===== config.mk =====
export PLATFORM = sky130hd
export DESIGN_NAME = lock_status_display
export DESIGN_NICKNAME = d
export VERILOG_FILES = /design/src/rtl/lock_status_pkg.sv /design/src/rtl/seg7_decoder.sv /design/src/rtl/lock_status_display.sv
export SDC_FILE = /design/constraint.sdc
export NUM_CORES = 1
export LEC_CHECK = 0
export ABC_CLOCK_PERIOD_IN_PS = 4600
export CAP_MARGIN = 10
export CELL_PAD_IN_SITES_DETAIL_PLACEMENT = 0
export CELL_PAD_IN_SITES_GLOBAL_PLACEMENT = 1
export CORE_MARGIN = 4
export CORE_UTILIZATION = 43
export DETAILED_ROUTE_END_ITERATION = 7
export MAX_ROUTING_LAYER = met4
export PLACE_DENSITY = 0.88
export SETUP_SLACK_MARGIN = 0.02
export SLEW_MARGIN = 25
export SYNTH_ARGS = -nofsm -noshare
export SYNTH_HDL_FRONTEND = slang
export SYNTH_SLANG_ARGS = --single-unit

===== constraint.sdc =====
create_clock -name clk -period 4.6 [get_ports clk]
set_input_delay 0.69 -clock clk [delete_from_list [all_inputs] [get_ports clk]]
set_output_delay 0.69 -clock clk [all_outputs]
set_load 0.1 [all_outputs]

===== src/rtl/lock_status_pkg.sv =====
`default_nettype none
// ---------------------------------------------------------------------------
// lock_status_pkg : state encoding and fixed glyphs for lock_status_display
// Rev 1.0
// ---------------------------------------------------------------------------
package lock_status_pkg;

  typedef enum logic [1:0] {
    IDLE     = 2'd0,
    UNLOCKED = 2'd1,
    LOCKOUT  = 2'd2
  } state_t;

  localparam logic [6:0] GLYPH_BLANK = 7'b1111111;
  localparam logic [6:0] GLYPH_DASH  = 7'b0111111;

endpackage
`default_nettype wire


===== src/rtl/seg7_decoder.sv =====
`default_nettype none
// ---------------------------------------------------------------------------
// seg7_decoder : 4-bit hex to active-low {g,f,e,d,c,b,a} segments
// Rev 1.0
// ---------------------------------------------------------------------------
module seg7_decoder (
  input  logic [3:0] i_hex,
  output logic [6:0] o_seg_n
);

  always_comb begin
    o_seg_n = 7'b0001110;
    case (i_hex)
      4'h0: o_seg_n = 7'b1000000;
      4'h1: o_seg_n = 7'b1111001;
      4'h2: o_seg_n = 7'b0100100;
      4'h3: o_seg_n = 7'b0110000;
      4'h4: o_seg_n = 7'b0011001;
      4'h5: o_seg_n = 7'b0010010;
      4'h6: o_seg_n = 7'b0000010;
      4'h7: o_seg_n = 7'b1111000;
      4'h8: o_seg_n = 7'b0000000;
      4'h9: o_seg_n = 7'b0010000;
      4'hA: o_seg_n = 7'b0001000;
      4'hB: o_seg_n = 7'b0000011;
      4'hC: o_seg_n = 7'b1000110;
      4'hD: o_seg_n = 7'b0100001;
      4'hE: o_seg_n = 7'b0000110;
      default: o_seg_n = 7'b0001110;
    endcase
  end

endmodule
`default_nettype wire


===== src/rtl/lock_status_display.sv =====
`default_nettype none
// ---------------------------------------------------------------------------
// lock_status_display : failure counting, timed lockout and 4-digit display
// Rev 1.0
// ---------------------------------------------------------------------------
module lock_status_display
  import lock_status_pkg::*;
#(
  parameter int MAX_FAILS   = 3,
  parameter int LOCK_CYCLES = 1000,
  parameter int SCAN_DIV    = 4
) (
  input  logic                             clk,
  input  logic                             rst,
  input  logic                             ok_in,
  input  logic                             err_in,
  input  logic [15:0]                      value_in,
  output logic                             unlocked,
  output logic                             locked_out,
  output logic                             guess_block,
  output logic [$clog2(MAX_FAILS+1)-1:0]   fail_cnt,
  output logic [3:0]                       an_n,
  output logic [6:0]                       seg_n
);

  localparam int FCW = $clog2(MAX_FAILS + 1);
  localparam int TW  = $clog2(LOCK_CYCLES);
  localparam int DW  = (SCAN_DIV > 1) ? $clog2(SCAN_DIV) : 1;

  logic           r_ok_q;
  logic           r_err_q;
  state_t         r_state;
  logic [TW-1:0]  r_timer;
  logic [DW-1:0]  r_div;
  logic [1:0]     r_digit;

  logic           w_ok_rise;
  logic           w_err_rise;
  state_t         w_state_nxt;
  logic [FCW-1:0] w_fail_nxt;
  logic [TW-1:0]  w_timer_nxt;
  logic           w_show_hex;
  logic [3:0]     w_nib;
  logic [6:0]     w_fixed;
  logic [6:0]     w_dec;

  assign w_ok_rise  = ok_in  & ~r_ok_q;
  assign w_err_rise = err_in & ~r_err_q;

  always_ff @(posedge clk or posedge rst) begin
    if (rst) begin
      r_ok_q      <= 1'b0;
      r_err_q     <= 1'b0;
      r_state     <= IDLE;
      fail_cnt    <= '0;
      r_timer     <= '0;
      unlocked    <= 1'b0;
      locked_out  <= 1'b0;
      guess_block <= 1'b0;
    end else begin
      r_ok_q      <= ok_in;
      r_err_q     <= err_in;
      r_state     <= w_state_nxt;
      fail_cnt    <= w_fail_nxt;
      r_timer     <= w_timer_nxt;
      unlocked    <= (w_state_nxt == UNLOCKED);
      locked_out  <= (w_state_nxt == LOCKOUT);
      guess_block <= (w_state_nxt != IDLE);
    end
  end

  // ok_in is checked first so a simultaneous ok/err pair unlocks
  always_comb begin
    w_state_nxt = r_state;
    w_fail_nxt  = fail_cnt;
    w_timer_nxt = r_timer;
    case (r_state)
      IDLE: begin
        if (w_ok_rise) begin
          w_state_nxt = UNLOCKED;
          w_fail_nxt  = '0;
        end else if (w_err_rise) begin
          if (fail_cnt == FCW'(MAX_FAILS - 1)) begin
            w_state_nxt = LOCKOUT;
            w_timer_nxt = TW'(LOCK_CYCLES - 1);
            w_fail_nxt  = '0;
          end else begin
            w_fail_nxt = fail_cnt + 1'b1;
          end
        end
      end
      LOCKOUT: begin
        if (r_timer == '0) begin
          w_state_nxt = IDLE;
        end else begin
          w_timer_nxt = r_timer - 1'b1;
        end
      end
      UNLOCKED: w_state_nxt = UNLOCKED;
      default:  w_state_nxt = IDLE;
    endcase
  end

  always_comb begin
    w_show_hex = 1'b0;
    w_nib      = 4'h0;
    w_fixed    = GLYPH_BLANK;
    case (r_state)
      IDLE: begin
        if (r_digit == 2'd0) begin
          w_show_hex = 1'b1;
          w_nib      = 4'(fail_cnt);
        end
      end
      LOCKOUT:  w_fixed = GLYPH_DASH;
      UNLOCKED: begin
        w_show_hex = 1'b1;
        w_nib      = value_in[{r_digit, 2'b00} +: 4];
      end
      default:  w_fixed = GLYPH_BLANK;
    endcase
  end

  seg7_decoder u_seg7_decoder (
    .i_hex   (w_nib),
    .o_seg_n (w_dec)
  );

  // display registers use the pre-advance digit index, so the first
  // edge after reset shows digit 0
  always_ff @(posedge clk or posedge rst) begin
    if (rst) begin
      r_div   <= '0;
      r_digit <= 2'd0;
      an_n    <= 4'b1111;
      seg_n   <= GLYPH_BLANK;
    end else begin
      an_n  <= ~(4'b0001 << r_digit);
      seg_n <= w_show_hex ? w_dec : w_fixed;
      if (r_div == DW'(SCAN_DIV - 1)) begin
        r_div   <= '0;
        r_digit <= r_digit + 2'd1;
      end else begin
        r_div <= r_div + 1'b1;
      end
    end
  end

endmodule
`default_nettype wire


; Word level (Yosys, flattened, before mapping)
; Memory sizes are Yosys's and may differ from the RTL's.
; Cells that the tools add are included.
[totals]
word_cells = 62
inputBits = 20
mem_bits_ro = 112
n_memories = 1
out_inout_bits = 16
register_bits = 34
[op_classes]
bitwise = 5
shifts = 2
eq_ne = 10
reduce_logical = 8
mux = 20
addsub = 4
[mem_list]
columns = memory, depth, width, read_ports, rd_clocked_by_memory_dff, write_ports, line
row1 = (name not given), 16, 7, 1, 0, 0, seg7_decoder.sv:13  ; case (i_hex)
[ops]
columns = operator, n
row1 = 2-to-1 mux 10 bit, 4
row2 = one-hot mux 10 bit (2 select lines), 1
row3 = 2-to-1 mux 2 bit, 9
row4 = variable part select 16 x 5 -> 4 bit, 1
row5 = 2-to-1 mux 7 bit, 2
row6 = logical NOT 10 bit, 1
row7 = subtractor 10 x 1 -> 10 bit (second input constant), 1
row8 = == test 2 bit (second input constant), 4
row9 = != test 2 bit (second input constant), 4
row10 = one-hot mux 4 bit (2 select lines), 1
row11 = adder 2 x 1 -> 2 bit (second input constant), 3
row12 = one-hot mux 2 bit (3 select lines), 1
row13 = nonzero test 2 bit, 3
row14 = AND reduction 5 bit, 1
row15 = == test 2 x 1 -> 1 bit (second input constant), 2
row16 = logical NOT 2 bit, 2
row17 = NOT 4 bit, 1
row18 = << shifter 1 x 2 -> 4 bit (first input constant), 1
row19 = bitwise AND 1 bit, 2
row20 = NOT 1 bit, 2
row21 = one-hot mux 1 bit (2 select lines), 1
row22 = AND reduction 2 bit, 1
row23 = 2-to-1 mux 1 bit, 1

; Depth between registers and ports, before layout
[logic_depth]
word_depth = 6
ltp_mapped = 9
ltp_nobuf = 8

; Cells and area by module
; Synthesis repeated with hierarchy kept, for this count alone.
[hier_totals]
cells_unflattened = 186
hier_area_um2 = 1963.1
[by_module_without_submodules]
columns = mod, cells_each, n_inst, seq_area_each_um2, area_each_um2
row1 = lock_status_display, 155, 1, 864.6, 1701.6
row2 = seg7_decoder, 31, 1, 0.0, 261.5

; Least setup slack after synthesis
; OpenSTA, ideal clock, no wires.
[synth_timing]
kind = input-to-reg
from = input port value_in[4]
to = register seg_n[0]
stages = 6
required_ns = 4.509
setup_ns = 0.091
t_arrival_ns = 2.261
path_buffers = 0
path_slack_ns = 2.248
cell_sequence = mux4_1 > a32oi_1 > inv_1 > ha_1 > a2111oi_4 > a21oi_1
[synth_between]
elab_chain_len = 4
[synth_lines]
columns = item, line
row1 = start: declaration, lock_status_display.sv:17  ; input logic [15:0] value_in,
row2 = variable part select 16 x 5 -> 4 bit, lock_status_display.sv:118  ; w_nib = value_in[{r_digit, 2'b00} +: 4];
row3 = one-hot mux 4 bit (2 select lines), lock_status_display.sv:108  ; case (r_state)
row4 = memory (16 x 7 bit), -
row5 = 2-to-1 mux 7 bit, lock_status_display.sv:139  ; seg_n <= w_show_hex ? w_dec : w_fixed;
row6 = end signal: assignment, lock_status_display.sv:139
row7 = end: declaration, lock_status_display.sv:23  ; output logic [6:0] seg_n
; No other way between the ends.
; A chain may end at the register's enable or synchronous reset.

; Final worst setup path
[layout_timing]
from = input port value_in[0]
to = register seg_n[0]
; The elaborated chain is that of the path after synthesis.

==> reports/qor.yml <==
detailed_routing:
  num_vias: 1420
  viasPerCell: 5.46
  drt_iter0_drc: 102
  wire_per_inst_um: 14.4
  drc: 0
  ant_nets: 0
  dr.pass1.iters: 4
  drt_wl_total_um: 3750
sta:
  fin_ws_ps: 1870
  finalSetupTns_ps: 0
  slew_headroom: 0.341
  final-max-slew-violation-count: 0
  timing.clock.skew_ps: 3.89
  setup_viol: 0
  whs_ps: 427
  period_share: 0.594
  hold_viol: 0
  tightest_slew_ps: 986
  fin_crit_ps: 2730
  fmax_mhz: 366
  rsz0062_at_grt: "false"
global_routing:
  overflow: 0
  grt_max_degree: 35
  grt_pass1_wl_um: 6330
  track_usage: 0.155
  grt_pass1_vias: 1397
  antenna_found_initial: 0
die:
  die_h_um: 73.4
  die_area_um2: 5380
  die_width_um: 73.4
  num_rows: 23
  start_util: 0.453
  io_pins: 36
  core_area_um2: 4060
clock_network:
  insertion_delay_ps: 270
  ctsResizeCount: 0
  cts_tree: "done"
  postCtsSetupBuffers: 0
  clkSlewWorstSetupHoldPaths_ps: 60
  clk_path_buf_depth: 2
  cts_sinks: 34
  root_buffer: "clkbuf_8"
  cts_max_level: 2
  ctsHoldBuffers: 0
  numCtsBuffers: 5
place:
  dp_cells: 252
  io_buffer_count: 35
  gp_congestion: 0.912
  place_hpwl_um: 2880
  dp_slack_ps: 1620
finish:
  fin_util: 0.570
  final_nets: 241
  num_antenna_cells: 0
  stdcell_count: 260
  syn_to_final_growth_pct: 25.8
  drive_above_1_share: 0.133
hold_path:
  worstHoldPathType: "flip-flop to flip-flop"
logic_synthesis:
  synth_most_common_cell: "dfrtp_1"
  synth_area_per_cell_um2: 10.9
  synth_xor_area_frac: 0.00477
  synth_area_um2: 1840
  synthTopCellsByCount: "dfrtp_1 (23), inv_1 (15), nor2_1 (15)"
  synth_cell_type_count: 44
  syn-num-nets: 201
  synth-edff-count: 0
  synth_fa_ha_area_frac: 0.0817
  ys_top_cells_by_area: "dfrtp_1 (31%), dfstp_2 (16%), ha_1 (8.2%)"
  synthArstFlopShare: 1.00
  synthFlopType: "dfrtp_1"
  yosys.area.top_type_share: 0.313
  ys_warn_count: 0
  synthSimpleGateAreaFrac: 0.175
  synth_top_family_by_area: "simple AND/OR/NAND/NOR gates"
  syn_inst: 169
  ys_seq_area_frac: 0.470
  ys_seq_elements: 34
  synth.area.mux_share: 0.0926
  synth-compound-area-share: 0.131
  synth_top_area_cell: "dfrtp_1"
power_and_ir_drop:
  peakVddDrop_v: 0.000344
  leakage_uw: 0.000970
  power_density_nw_per_um2: 326
run:
  max-cap-violations: 0
outcome:
  status: "completed"
setup_path:
  rrSetupSlack_ps: 2030
  path_max_fanout: 6
  start_kind: "primary input"
  cp-end-kind: "flip-flop"
  path_class: "primary input to flip-flop"
  worst_ep_arrival_time_ps: 2910
  crit_required_ps: 4780
layout make-up:
type	instances	area [µm²]
Clock buffer	8	80.1
Fill cell	353	1750
Inverter	15	56.3
Multi-Input combinational cell	117	891
Sequential cell	34	865
Tap cell	50	62.6
Timing Repair Buffer	36	358
worst paths after layout:
kind	startpoint	to	depth (start not counted)
worst min-delay path	r_div[0]$_DFF_PP0_	r_div[0]$_DFF_PP0_	1
max in group asynchronous	rst	seg_n[2]$_DFF_PP1_	3
worst max-delay path	value_in[0]	seg_n[0]$_DFF_PP1_	7
worst max register to register	r_digit[0]$_DFFE_PP0P_	seg_n[0]$_DFF_PP1_	6
min in group asynchronous	rst	r_div[1]$_DFF_PP0_	3
worst min register to register	r_div[0]$_DFF_PP0_	r_div[0]$_DFF_PP0_	1
report_power, final:
group | internal, µW | switching, µW | leakage [µW]
Sequential | 327 | 22.1 | 0.000371
Combinational | 65.9 | 136 | 0.000559
Clock | 107 | 94.6 | 0.0000395
Total | 500 | 253 | 0.000970
kinds of logic after synthesis:
logic type / count (synthesis)
AO/OA/AOI/OAI: 30
AND/OR/NAND/NOR: 63
XOR/XNOR: 1
multiplexers: 11
adder cells (fa/ha/maj): 12
flip-flops: 34
buffers and inverters: 18
per-stage QoR:
stage / power (µW) / instance area (µm²)
global route: 793 / 2310
floorplan: 499 / 1840
CTS: 762 / 2310
global placement: 550 / 2230
finish: 753 / 2310
detailed placement: 557 / 2230
metal layers:
| metal | share of wire | global-route usage | up-vias |
|---|---|---|---|
| met4 | 0.011 | 0.0463 | 0 |
| li1 | - | - | 687 |
| met3 | 0.047 | 0.0328 | 5 |
| met1 | 0.45 | 0.199 | 689 |
| met2 | 0.49 | 0.248 | 39 |
| met5 | 0 | - | - |
sequential cells by signal, summed over array words and instances (netlist names):
register,count
r_err_q,1
r_div,2
locked_out,1
r_digit,2
an_n,4
r_ok_q,1
guess_block,1
unlocked,1
r_state,2
fail_cnt,2
r_timer,10
seg_n,7
cell usage in the layout (no fill, tap or decap), types with 3 or more instances in the layout:
cell type and instances:
a21oi_1 5, inv_1 15, nor2_1 15, clkdlybuf4s50_1 35, nand2b_1 3, nand2_1 13, dfrtp_1 23, mux2i_1 5
nor2b_1 5, clkbuf_8 5, ha_1 12, o21ai_0 5, dfstp_2 11, clkbuf_1 3, nand4_1 3, nand3_1 11
worst max-delay path, stage by stage:
cell             delay [ps]
clkdlybuf4s50_1         410
mux4_1                  510
a32oi_1                 460
inv_1                   180
ha_1                    310
a2111oi_4               280
a21oi_1                  70
Note: power is estimated with default switching activity, not from simulation.
